File: config.mk
export PLATFORM = sky130hd
export DESIGN_NAME = start_sync_srl_fifo
export DESIGN_NICKNAME = d
export VERILOG_FILES = /design/src/rtl/start_sync_fifo_pkg.sv /design/src/rtl/start_sync_fifo_srl.sv /design/src/rtl/start_sync_srl_fifo.sv
export SDC_FILE = /design/constraint.sdc
export NUM_CORES = 1
export LEC_CHECK = 0
export ABC_AREA = 1
export BUFFER_PORTS_ARGS = -buffer_cell sky130_fd_sc_hd__buf_4
export CAP_MARGIN = 20
export CORE_AREA = 2 2 39 41
export DETAILED_ROUTE_END_ITERATION = 10
export DIE_AREA = 0 0 41 43
export PLACE_DENSITY_LB_ADDON = 0.2
export SLEW_MARGIN = 20
export SYNTH_ARGS = -nofsm -noshare
export SYNTH_HDL_FRONTEND = slang
export SYNTH_HIERARCHICAL = 1
export SYNTH_SLANG_ARGS = --single-unit
File: constraint.sdc
create_clock -name clk -period 1.4 [get_ports clk]
set_input_delay 0.07 -clock clk [delete_from_list [all_inputs] [get_ports clk]]
set_output_delay 0.07 -clock clk [all_outputs]
set_load 0.05 [all_outputs]
File: src/rtl/start_sync_fifo_pkg.sv
// rtl/start_sync_fifo_pkg.sv - shared constants and helpers for start-token FIFOs
package start_sync_fifo_pkg;

  localparam int DEFAULT_DEPTH      = 3;
  localparam int DEFAULT_ADDR_WIDTH = 2;

  function automatic int clog2(input int value);
    int r;
    for (r = 0; (1 << r) < value; r++) begin
    end
    return r;
  endfunction

  // Occupancy needs one bit more than the read address to represent DEPTH itself.
  function automatic int count_width(input int addr_width);
    return addr_width + 1;
  endfunction

endpackage

File: src/rtl/start_sync_fifo_srl.sv
// rtl/start_sync_fifo_srl.sv - write-enabled shift register with addressable read, no reset
module start_sync_fifo_srl #(
  parameter int DATA_WIDTH = 1,
  parameter int ADDR_WIDTH = 2,
  parameter int DEPTH      = 3
) (
  input  logic                  clk,
  input  logic                  we,
  input  logic [DATA_WIDTH-1:0] din,
  input  logic [ADDR_WIDTH-1:0] addr,
  output logic [DATA_WIDTH-1:0] dout
);

  logic [DATA_WIDTH-1:0] sr_q [DEPTH];
  logic [DATA_WIDTH-1:0] sr_d [DEPTH];

  always_comb begin
    sr_d = sr_q;
    if (we) begin
      sr_d[0] = din;
      for (int i = 1; i < DEPTH; i++) begin
        sr_d[i] = sr_q[i-1];
      end
    end
  end

  always_ff @(posedge clk) begin
    sr_q <= sr_d;
  end

  // Explicit decode keeps out-of-range addresses (never produced by the controller) harmless.
  always_comb begin
    dout = '0;
    for (int i = 0; i < DEPTH; i++) begin
      if (addr == ADDR_WIDTH'(i)) begin
        dout = sr_q[i];
      end
    end
  end

endmodule

File: src/rtl/start_sync_srl_fifo.sv
// rtl/start_sync_srl_fifo.sv - start-token FIFO controller over SRL storage
// Optional if_count occupancy port: START_SYNC_FIFO_COUNT_EN.
module start_sync_srl_fifo
  import start_sync_fifo_pkg::*;
#(
  parameter int DATA_WIDTH = 1,
  parameter int ADDR_WIDTH = DEFAULT_ADDR_WIDTH,
  parameter int DEPTH      = DEFAULT_DEPTH
) (
  input  logic                  clk,
  input  logic                  reset_n,
  input  logic [DATA_WIDTH-1:0] if_din,
  input  logic                  if_write,
  output logic                  if_full_n,
  input  logic                  if_read,
  output logic                  if_empty_n,
  output logic [DATA_WIDTH-1:0] if_dout
`ifdef START_SYNC_FIFO_COUNT_EN
  ,
  output logic [ADDR_WIDTH:0]   if_count
`endif
);

  localparam int CW = count_width(ADDR_WIDTH);

  logic [CW-1:0]         count_q, count_d;
  logic                  empty_n_q, empty_n_d;
  logic                  full_n_q, full_n_d;
  logic                  push, pop;
  logic [ADDR_WIDTH-1:0] addr;
  logic [DATA_WIDTH-1:0] srl_dout;

  always_comb begin
    push    = if_write & full_n_q;
    pop     = if_read & empty_n_q;
    count_d = count_q;
    if (push && !pop) begin
      count_d = count_q + CW'(1);
    end else if (pop && !push) begin
      count_d = count_q - CW'(1);
    end
    empty_n_d = (count_d != '0);
    full_n_d  = (count_d != CW'(DEPTH));
  end

  // Oldest entry sits at count-1; a simultaneous push/pop shifts it out and the next-oldest takes its slot.
  always_comb begin
    addr = '0;
    if (count_q != '0) begin
      addr = ADDR_WIDTH'(count_q - CW'(1));
    end
  end

  always_ff @(posedge clk or negedge reset_n) begin
    if (!reset_n) begin
      count_q   <= '0;
      empty_n_q <= 1'b0;
      full_n_q  <= 1'b1;
    end else begin
      count_q   <= count_d;
      empty_n_q <= empty_n_d;
      full_n_q  <= full_n_d;
    end
  end

  start_sync_fifo_srl #(
    .DATA_WIDTH (DATA_WIDTH),
    .ADDR_WIDTH (ADDR_WIDTH),
    .DEPTH      (DEPTH)
  ) u_srl (
    .clk  (clk),
    .we   (push),
    .din  (if_din),
    .addr (addr),
    .dout (srl_dout)
  );

  assign if_full_n  = full_n_q;
  assign if_empty_n = empty_n_q;
  // Masking by the empty flag hides stale storage after reset.
  assign if_dout    = empty_n_q ? srl_dout : '0;

`ifdef START_SYNC_FIFO_COUNT_EN
  assign if_count = count_q;
`endif

endmodule

# ---- Yosys cells after proc, flatten, opt, wreduce, memory -nomap -nowiden
# Cells that the tools add are included.
dict set report word_totals {
  register_bits 8
  inputBits 5
  output_inout_bits 3
  word_cells 27
}
dict set report op_classes {
  add_sub_neg 2
  eq_ne 3
  muxes 7
  n_bitwise 2
  n_reduce_logical 7
}
# operator count
set ops {}
lappend ops {{two-way mux 3 bit} 2}
lappend ops {{nonzero test 3 bit} 2}
lappend ops {{two-way mux 1 bit} 4}
lappend ops {{adder 3 x 1 -> 3 bit, second input constant} 1}
lappend ops {{!= test 3 x 2 -> 1 bit, second input constant} 1}
lappend ops {{subtractor 3 x 1 -> 3 bit, second input constant} 1}
lappend ops {{AND 1 bit} 2}
lappend ops {{equality test 2 x 1 -> 1 bit, second input constant} 1}
lappend ops {{equality test 2 bit, second input constant} 1}
lappend ops {{logical AND 1 bit} 2}
lappend ops {{logical NOT 1 bit} 2}
lappend ops {{logical NOT 2 bit} 1}
lappend ops {{two-way mux 2 bit} 1}

# ---- Depth between registers and ports, before layout
# Gate-level depths: netlist of run 1.
dict set report depth {
  ltp_word 7
  mapped_depth 9
}

# ---- Cells and area by module
# The synthesis of run 1 kept the hierarchy.
# mod instances cells_each area_each_um2 seq_area_each_um2
set by_module_without_submodules {}
lappend by_module_without_submodules {start_sync_srl_fifo 1 46 382.9 126.4}
lappend by_module_without_submodules {start_sync_fifo_srl 1 9 117.6 90.1}

# ---- Worst setup path after synthesis of run 1
# OpenSTA, ideal clock, no wires.
dict set report synth_path {
  path_kind {reg2out}
  startpoint {reg count_q[0]}
  endpoint {out if_dout}
  arrival_ps 1476
  required_ps 1330
  slack_ps -146
  stages_incl_launch_ff 9
  path_buffers 0
  cell_sequence {dfrtp_1 > inv_1 > ha_1 > ha_1 > nor2_1 > nand3_1 > nand3_1 > nand2_1 > inv_1}
}
dict set report synth_via {
  elab_chain_cells 7
}
# element line_no
set synth_lines {}
lappend synth_lines {{start: declaration} start_sync_srl_fifo.sv:26} ;# logic [CW-1:0] count_q, count_d;
lappend synth_lines {{start signal: assignment} start_sync_srl_fifo.sv:60} ;# count_q <= count_d;
lappend synth_lines {{subtractor 3 x 1 -> 3 bit or nonzero test 3 bit (tied branches)} {start_sync_srl_fifo.sv:50, start_sync_srl_fifo.sv:49}}
lappend synth_lines {{two-way mux 2 bit (*)} start_sync_srl_fifo.sv:49} ;# if (count_q != '0) begin
lappend synth_lines {{via addr[0]} start_sync_srl_fifo.sv:30} ;# logic [ADDR_WIDTH-1:0] addr;
lappend synth_lines {{logical NOT 2 bit} start_sync_fifo_srl.sv:35} ;# if (addr == ADDR_WIDTH'(i)) begin
lappend synth_lines {{two-way mux 1 bit (2 in series)} start_sync_fifo_srl.sv:35}
lappend synth_lines {{two-way mux 1 bit (*)} start_sync_fifo_srl.sv:35}
lappend synth_lines {{via srl_dout} start_sync_srl_fifo.sv:31} ;# logic [DATA_WIDTH-1:0] srl_dout;
lappend synth_lines {{two-way mux 1 bit (*)} start_sync_srl_fifo.sv:81} ;# assign if_dout = empty_n_q ? srl_dout : '0;
lappend synth_lines {{end: declaration} start_sync_srl_fifo.sv:17} ;# output logic [DATA_WIDTH-1:0] if_dout
# The timed path passes the listed nets; every way through them passes the cells marked *.

# ---- Worst setup path after layout of run 1
# Same ends and word-level chain as after synthesis.

==> results of run 1 <==
## cell type report
class | instances | share of cell area
multi-input combinational | 36 | 0.419
timing repair buffer | 14 | 0.161
clock buffer | 4 | 0.0359
tap | 16 | 0.0274
inverter | 11 | 0.0615
sequential | 8 | 0.296
## through the flow
step | hold WS, ns | std cells
after global routing | 0.146 | 89
final | 0.150 | 89
after floorplan | -0.226 | 55
after global placement | -0.127 | 81
after CTS | 0.132 | 88
after detailed placement | -0.127 | 81
## what timing repair did
item | CTS | global route
gates resized for setup | 11 | 3
hold buffers | 2 | 0
pin swaps | 5 | 2
endpoints found under the hold margin | 6 | 0
endpoints found under the setup margin | 1 | 4
buffers inserted | 1 | 1
## sequential cells by signal, indices dropped and copies added (netlist names)
name / flops
count_q: 3
if_empty_n: 1
if_full_n: 1
u_srl/sr_q: 3
## cell usage in the layout (no fill, tap or decap)
cell,synthesis,routed
nand2_4,4,4
nand3_2,2,5
clkbuf_4,0,3
nand2_2,6,8
nor2_2,2,2
buf_8,0,1
nand3b_1,1,1
nor2_4,1,2
inv_2,3,7
nand3_1,5,2
ha_1,3,1
edfxtp_1,3,3
o21ai_4,0,1
dlygate4sd3_1,0,2
inv_1,8,3
dfrtp_1,4,4
clkbuf_1,0,1
dfstp_2,1,1
buf_4,0,11
nand2_1,9,7
clkinvlp_4,0,1
nor2_1,2,1
ha_4,0,2
## routing by layer
| metal | wire (um) | share of wire | global-route usage | vias up |
|---|---|---|---|---|
| met4 | 0 | 0 | 0.0200 | 0 |
| li1 | - | - | - | 206 |
| met5 | 0 | 0 | 0 | - |
| met1 | 343 | 0.37 | 0.138 | 186 |
| met2 | 546 | 0.58 | 0.247 | 8 |
| met3 | 46 | 0.049 | 0.0785 | 0 |
## synth_stat cells
master,instances
nand3_2,2
inv_1,8
nand2_1,9
nor2_1,2
inv_2,3
nand3b_1,1
ha_1,3
edfxtp_1,3
o21ai_0,1
dfrtp_1,4
dfstp_2,1
nand3_1,5
nor2_2,2
nand2_4,4
nor2_4,1
nand2_2,6
## final timing paths
check                              start            end  slack, ns
hold / removal                   reset_n     if_empty_n       0.15
max in group asynchronous        reset_n      if_full_n       1.04
hold reg to reg            u_srl/sr_q[1]  u_srl/sr_q[0]       0.48
setup reg to reg              count_q[0]      if_full_n       0.08
setup / recovery              count_q[0]        if_dout      -0.31
min in group clk                if_write  u_srl/sr_q[2]       0.22
## worst max-delay path, delay by kind of cell, from the launching register on
| family | cells | cell delay [ns] |
|---|---|---|
| fa+ha+maj | 2 | 0.34 |
| buf+inv | 4 | 0.36 |
| flops | 1 | 0.39 |
| simple gates | 4 | 0.31 |
## kinds of logic after synthesis
logic type                 count (synthesis)
AOI/OAI and AO/OA                          1
buffers and inverters                     11
and+or+nand+nor                           32
DFF                                        8
adders and majority gates                  3
## power groups by stage
stage                     clock network [mW]  registers, mW  logic, mW
after global placement                     0          0.395       1.01
after detailed placement                   0          0.400       1.02
after floorplan                            0          0.447      0.722
after global routing                   0.210          0.409       1.36
after CTS                              0.202          0.401       1.18
final                                  0.189          0.403       1.22
==> flow_results.org, run 1 <==
** Clock network
- Clock net sink count :: 8
- In this run the number of H-tree levels came out at 1.
- The number of clock buffers added by TritonCTS is 3.
- Clk Tree Root Cell :: clkbuf_4
- Source-to-sink clock delay at the later pin of the worst-skew pair :: 0.26 ns
- No sink is reached through more buffers than the 2 on the longest clock path.
- Clock tree from TritonCTS :: built
- Clock-pin slew was measured on the worst setup and hold paths at 0.06 ns.

** Setup path
- Signal arrival time at the worst endpoint :: 1.64 ns
- In this run the worst path has a maximum fanout of 3.
- Classification of the worst setup path :: register to primary output
- The critical path goes through inv_2 > ha_4 > ha_4 > nor2_4 > inv_2 > nand3_2 > nand3_2 > nand2_2 > clkinvlp_4 > buf_8.
- Slowest library cell on the worst path :: dfrtp_1
- Critical Path Start Type :: register
- Worst-case reg-to-reg path depth :: 7
- The worst setup path is captured at a primary output.
- At the worst endpoint, the required time is 1.33 ns.
- The largest single stage delay on the critical path is 0.39 ns.

** STA
- Adding up every negative setup slack in the final design gives -0.313 ns.
- Final critical delay including setup and external delays :: 1.71 ns
- Measured against its own limit, the worst slew margin works out to 0.889.
- Crit share post-route :: 1.22
- The number of max-slew violations in the final report came to 0.
- Setup repair after global routing could not meet its margin everywhere.
- For the final database, setup skew stands at 0.0132 ns.
- In the post-route analysis, the smallest setup slack over all paths is -0.313 ns.
- Number of hold violations in the final report :: 0
- Setup violations remaining at the end of the flow were counted as 1.
- Timing would allow up to 584 MHz.
- At the pin with the least slew margin, the transition time is 0.166 ns.

** GRT
- The first global-routing pass estimated 1.61 mm of wire.
- The initial antenna violation count came to 0.
- Number of global-route vias before repair :: 425
- Grt total ovfl :: 0
- Overall fraction of global-route tracks in use :: 0.140
- Entering global routing, the biggest net connects 6 pins.

** Status
- The flow ran to the end, but the final reports show violations.
- The checks that failed: negative setup slack.

** Min path
- The worst hold path belongs to the class primary input to asynchronous set/reset pin.

** Synth
- Post-synthesis compound-gate area fraction :: 0.0100
- The biggest area contributor in the post-synthesis netlist is dfrtp_1.
- Of the total synthesized cell area, the portion taken by AND, OR, NAND and NOR gates is 0.400.
- After synthesis, the share of cell area in mux cells is 0.
- Unique cell type count in the Yosys netlist :: 16
- Post-Synthesis Mean Instance Area :: 9.10 sq um
- Synthesis produced a netlist with a net count of 63.
- Post-synthesis sequential element count :: 8
- The Yosys step of the flow raised 6 warnings.
- Portion of the post-synthesis area used by sequential elements :: 0.433
- Main combinational cell family by area after synthesis :: simple AND/OR/NAND/NOR gates
- Of the post-synthesis cell area, the dominant cell type holds 0.200.
- Fraction of the mapped netlist area in adder cells :: 0.0750
- Cell count after synthesis :: 55
- Yosys attributes the largest share of cell area to dfrtp_1 20%, edfxtp_1 18%, nand2_4 9.0%, ha_1 7.5%, nand2_2 7.5%.
- After synthesis the cells add up to 500 sq um.
- Of the total synthesized cell area, the portion taken by XOR and XNOR cells is 0.

** Pwr
- Of the total power, the share spent switching nets is 0.463.
- The analysis attributes to cell leakage a power of 0.348 nW.
- For this design the ratio of total power to cell area is 2470 nW/um^2.
- Sequential power share :: 0.223
- Summing internal, switching and leakage power gives 1.81 mW.
- Worst supply voltage drop on vdd :: 932 uV
- Sw power :: 838 uW
- Comb pwr share :: 0.673
- Of the total power, the clock network draws 0.104.
- Int Power :: 972 uW

** Floorplan
- The die covers 1760 sq um.
- The floorplan has 14 rows.
- Die Y :: 43 um
- The die is 41 um wide.
- Pin placement for this block handled 8 I/O pins.
- For this configuration, the core starts out at a cell density of 0.362.
- Floorplan core area :: 1380 sq um

** Final layout
- Number of diodes added for antenna fixing :: 0
- Across the whole layout, storage elements account for 216 sq um.
- After routing the design area is 732 sq um.
- In the final design database the tool counted 82 nets.
- Once layout is complete, the utilization of the core stands at 0.529.
- The filler cells instantiated in the layout total 127.
- Share of final-layout standard cells stronger than drive strength 1 :: 0.658
- The area growth from synthesis to layout is 46.2%.
- Area used by multi-input combinational logic :: 307 sq um

** Placement
- HPWL after DPL :: 731 um
- Input/output buffers :: 7
- Summing all placed instances gives a cell area of 627 sq um.
- Timing analysis after detailed placement gives a worst setup slack of -0.133 ns.
- At the end of routability-driven placement, the weighted congestion stood at 0.746.

** Detailed routing
- The pre-antenna-repair detailed-routing pass consisted of 2 iterations.
- Dividing the detail-routed via count by the number of cells gives 4.49.
- After detailed routing, the number of remaining DRC violations is 0.
- Number of design-rule violations left by the first detailed-router iteration :: 5
- Once detail routing completed, the nets flagged for antenna violations numbered 0.
- The final route contains 400 vias.
- After detailed routing, the average wire length per cell comes to 10.5 um.
- Final Routed Wirelength :: 936 um

** Flow run
- Max-cap violations in this run came to 0.
Note: power is estimated with default switching activity, not from simulation.
==> inputs of run 2 (changes only) <==
- SKIP_CTS_REPAIR_TIMING: unset -> 1
- SYNTH_HIERARCHICAL: 1 -> unset
==> run 2 against run 1 <==
The run still ends with negative setup slack left. Hold slack improved by 0.00057 ns. Sequential cell count unchanged. Worst setup slack improved by 0.11 ns. Largest power group unchanged. Register-to-register slack about the same. Sequential power decreased by 5.2%. Final area decreased by 14%. Clock power about the same. Largest cell class unchanged.
==> flow_results.org, run 2 <==
** Synth
- Most frequent cells after synthesis :: 12 x nand2_1, 7 x inv_1, 6 x nand2_2 (was 9 x nand2_1, 8 x inv_1, 6 x nand2_2, 5 x nand3_1)
- Portion of the post-synthesis area used by sequential elements :: 0.482 (was 0.433)
- Top cells by area in the synthesized netlist :: dfrtp_1 22%, edfxtp_1 20%, ha_1 11%, nand2_1 10%, nand2_2 8.4% (was dfrtp_1 20%, edfxtp_1 18%, nand2_4 9.0%, ha_1 7.5%, nand2_2 7.5%)
- The fraction of registers with async set or reset after synthesis is 0.625 (unchanged).
- Unique cell type count in the Yosys netlist :: 15 (was 16)
- The mean post-synth cell area came to 8.64 sq um (was 9.10 sq um).
- The number of enable-type register cells in the synthesized netlist was 3 (unchanged).
- The most common cell in the synthesized netlist is nand2_1 (unchanged).
- Cell type with the highest aggregate area in the netlist :: dfrtp_1 (unchanged)
- Number of nets in the synthesized netlist :: 61 (was 63)
- Area share of the largest cell type after synthesis :: 0.223 (was 0.200)
- Post-synthesis sequential element count :: 8 (unchanged)
- Cell count after synthesis :: 52 (was 55)
- Cell Area, Synth :: 449 sq um (was 500 sq um)
- The number of warnings issued by yosys came to 0 (was 6).
- Top_reg_cell synth :: dfrtp_1 (unchanged)

** Final layout
- Number of diodes added for antenna fixing :: 0 (unchanged)
- Post-layout instance area :: 631 sq um (was 732 sq um)
- Commonest cells after routing, fill and taps aside :: 12 x nand2_1, 9 x buf_4, 6 x nand2_2 (was 11 x buf_4, 8 x nand2_2, 7 x inv_2, 7 x nand2_1, 5 x nand3_2)
- Filler Cell Count :: 145 (was 127)
- Area used by multi-input combinational logic :: 235 sq um (was 307 sq um)
- The fraction of final layout cells sized beyond drive strength 1 was 0.412 (was 0.658).
- The area growth from synthesis to final layout came to 40.4% (was 46.2%).
- The post-layout utilization of the core is 0.456 (was 0.529).
- Final net count :: 78 (was 82)
- Top Registers :: count_q x3, u_srl.sr_q x3 (was count_q x3, u_srl/sr_q x3)
- Most common cell after layout, fill and taps aside :: nand2_1 (was buf_4)
- Sequential standard cell area :: 216 sq um (unchanged)

** Clock network
- Clock net sink count :: 8 (unchanged)
- The number of CTS-inserted buffers is 3 (unchanged).
- The TritonCTS clock tree was built (unchanged).
- Source-to-sink clock delay at the later pin of the worst-skew pair :: 0.25 ns (was 0.26 ns)
- Bufs on Longest Clock Path :: 2 (unchanged)
- The H-tree depth reported by CTS was 1 (unchanged).
- The clock root buffer is clkbuf_4 (unchanged).
- The post-CTS clock slew at the launch and capture registers of the worst setup and hold paths was 0.06 ns (about the same).

** Setup path
- Bufs and invs on worst path :: 2 (was 4)
- The element type at the critical path end is a primary output (unchanged).
- Top cell family by delay on the critical path :: flip-flops (unchanged)
- The worst reg2reg path endpoint is if_empty_n (was if_full_n).
- The standard cell with the maximum stage delay on the critical path is dfrtp_1 (unchanged).
- Most frequent cell on the critical path :: ha_4
- Signal arrival time at the worst endpoint :: 1.54 ns (was 1.64 ns)
- Required time of the critical path :: 1.33 ns (about the same)
- Classification of the worst setup path :: register to primary output (unchanged)
- Peak per-stage delay on the critical path :: 0.38 ns (was 0.39 ns)
- The top fanout value on the critical path is 3 (unchanged).
- The launching element type of the critical path was a register (unchanged).
- Worst R2R Setup Slack :: 0.08 ns (about the same)
- Cell chain of the critical path :: inv_2 > ha_4 > ha_4 > o211ai_1 > a21oi_4 > buf_6 (was inv_2 > ha_4 > ha_4 > nor2_4 > inv_2 > nand3_2 > nand3_2 > nand2_2 > clkinvlp_4 > buf_8)
- Worst-case reg-to-reg path depth :: 7 (unchanged)
- Reg-to-reg startpoint :: count_q[1] (was count_q[0])

** Pwr
- The static leakage was 0.307 nW (was 0.348 nW).
- Worst supply voltage drop on vdd :: 1060 uV (was 932 uV)
- Power Density :: 2370 nW/um^2 (was 2470 nW/um^2)
- The total power was 1.49 mW (was 1.81 mW).

** Placement
- The cell area after placement was 541 sq um (was 627 sq um).
- The port buffer count is 7 (unchanged).
- Weighted congestion reported at the end of routability-driven placement :: 0.780 (was 0.746)
- HPWL after DPL :: 648 um (was 731 um)

** STA
- Crit path setup slack, layout :: -0.208 ns (was -0.313 ns)
- Worst hold slack :: 0.151 ns (was 0.150 ns)
- Crit share post-route :: 1.15 (was 1.22)
- The setup skew after layout came to 0.00335 ns (was 0.0132 ns).
- RSZ-0062 raised after global routing: yes (unchanged).
- Final critical delay including setup and external delays :: 1.61 ns (was 1.71 ns)
- The number of failing setup endpoints in the final timing report came to 1 (unchanged).
- Upper clock frequency limit :: 622 MHz (was 584 MHz)
- The number of max-slew violations in the final report came to 0 (unchanged).
- The number of hold violations in the final report was 0 (unchanged).
- The headroom to the max-slew limit was 0.785 (was 0.889).
- The measured slew at the worst slew-check pin came to 0.319 ns (was 0.166 ns).

** Flow run
- The max-capacitance violation count was 0 (unchanged).

** Detailed routing
- The total iterations of the first detailed-routing run came to 6 (was 2).
- Remaining antenna violation count :: 0 (unchanged)
- Total via count after detailed routing :: 359 (was 400)
- Number of design-rule violations left by the first detailed-router iteration :: 7 (was 5)
- The vias per cell came to 4.27 (was 4.49).
- The count of unresolved DRC violations after routing is 0 (unchanged).
- The mean routed wirelength per cell was 10.2 um (was 10.5 um).
- Final Routed Wirelength :: 860 um (was 936 um)

** GRT
- Antenna violations before repair :: 0 (unchanged)
- Largest net degree at the start of global routing :: 6 (unchanged)
- Number of global-route vias before repair :: 359 (was 425)
- The overall track demand over capacity in global routing was 0.122 (was 0.140).
- Grt total ovfl :: 0 (unchanged)
- First-pass GRT wire length :: 1.42 mm (was 1.61 mm)

** Min path
- The path type of the worst min-delay path is primary input to asynchronous set/reset pin (unchanged).

** Status
- Run status :: finished with violations (unchanged)
- Violated checks: negative setup slack (unchanged).

** Floorplan
- Die Footprint :: 1760 sq um (unchanged)
- The top-level I/O count came to 8 (unchanged).
- The vertical extent of the die came to 43 um (unchanged).
- The initial core utilization was 0.325 (was 0.362).
- Die X :: 41 um (unchanged)
- Placement row count :: 14 (unchanged)
- The area of the placeable core is 1380 sq um (unchanged).
-- run 2: area by class of cell --
type                            count  share of cell area
Multi-Input combinational cell     35               0.373
Tap cell                           16              0.0317
Timing Repair Buffer               12               0.157
Clock buffer                        4              0.0417
Inverter                            9              0.0536
Sequential cell                     8               0.343
-- run 2: worst max path at each step --
stage / start / cells past startpoint / slack, ns / to
6_report: count_q[1] / 6 / -0.21 / if_dout
5_1_grt: count_q[1] / 6 / -0.30 / if_dout
4_1_cts: count_q[1] / 6 / -0.29 / if_dout
3_5_place_dp: count_q[1] / 6 / -0.01 / if_dout
3_3_place_gp: count_q[1] / 6 / 0.005 / if_dout
2_1_floorplan: if_full_n / 7 / 0.04 / if_empty_n
-- run 2: per-layer routing --
layer	part of all wire	GRT usage	wire length [um]
met1	0.48	0.161	415
met2	0.49	0.169	419
met3	0.029	0.0314	25
met4	0	0.0800	0
met5	0	0	0
-- run 2: cell families after synthesis --
logic type | count (synthesis) | synth area share
buf+inv | 9 | 0.0752
compound gates | 4 | 0.0501
simple gates | 27 | 0.281
fa+ha+maj | 4 | 0.111
flops | 8 | 0.482
-- run 2: report_power, final --
| group | internal [mW] | switching [mW] |
|---|---|---|
| sequential | 0.330 | 0.0523 |
| clock | 0.109 | 0.0824 |
| combinational | 0.380 | 0.538 |
-- run 2: per-stage QoR --
stage	worst slack, ns	instances	setup TNS (ns)
after floorplan	0.0434	52	0
after global placement	0.00473	76	0
after detailed placement	-0.0130	76	-0.0130
after CTS	-0.288	80	-0.288
after global routing	-0.298	84	-0.301
final	-0.208	84	-0.208
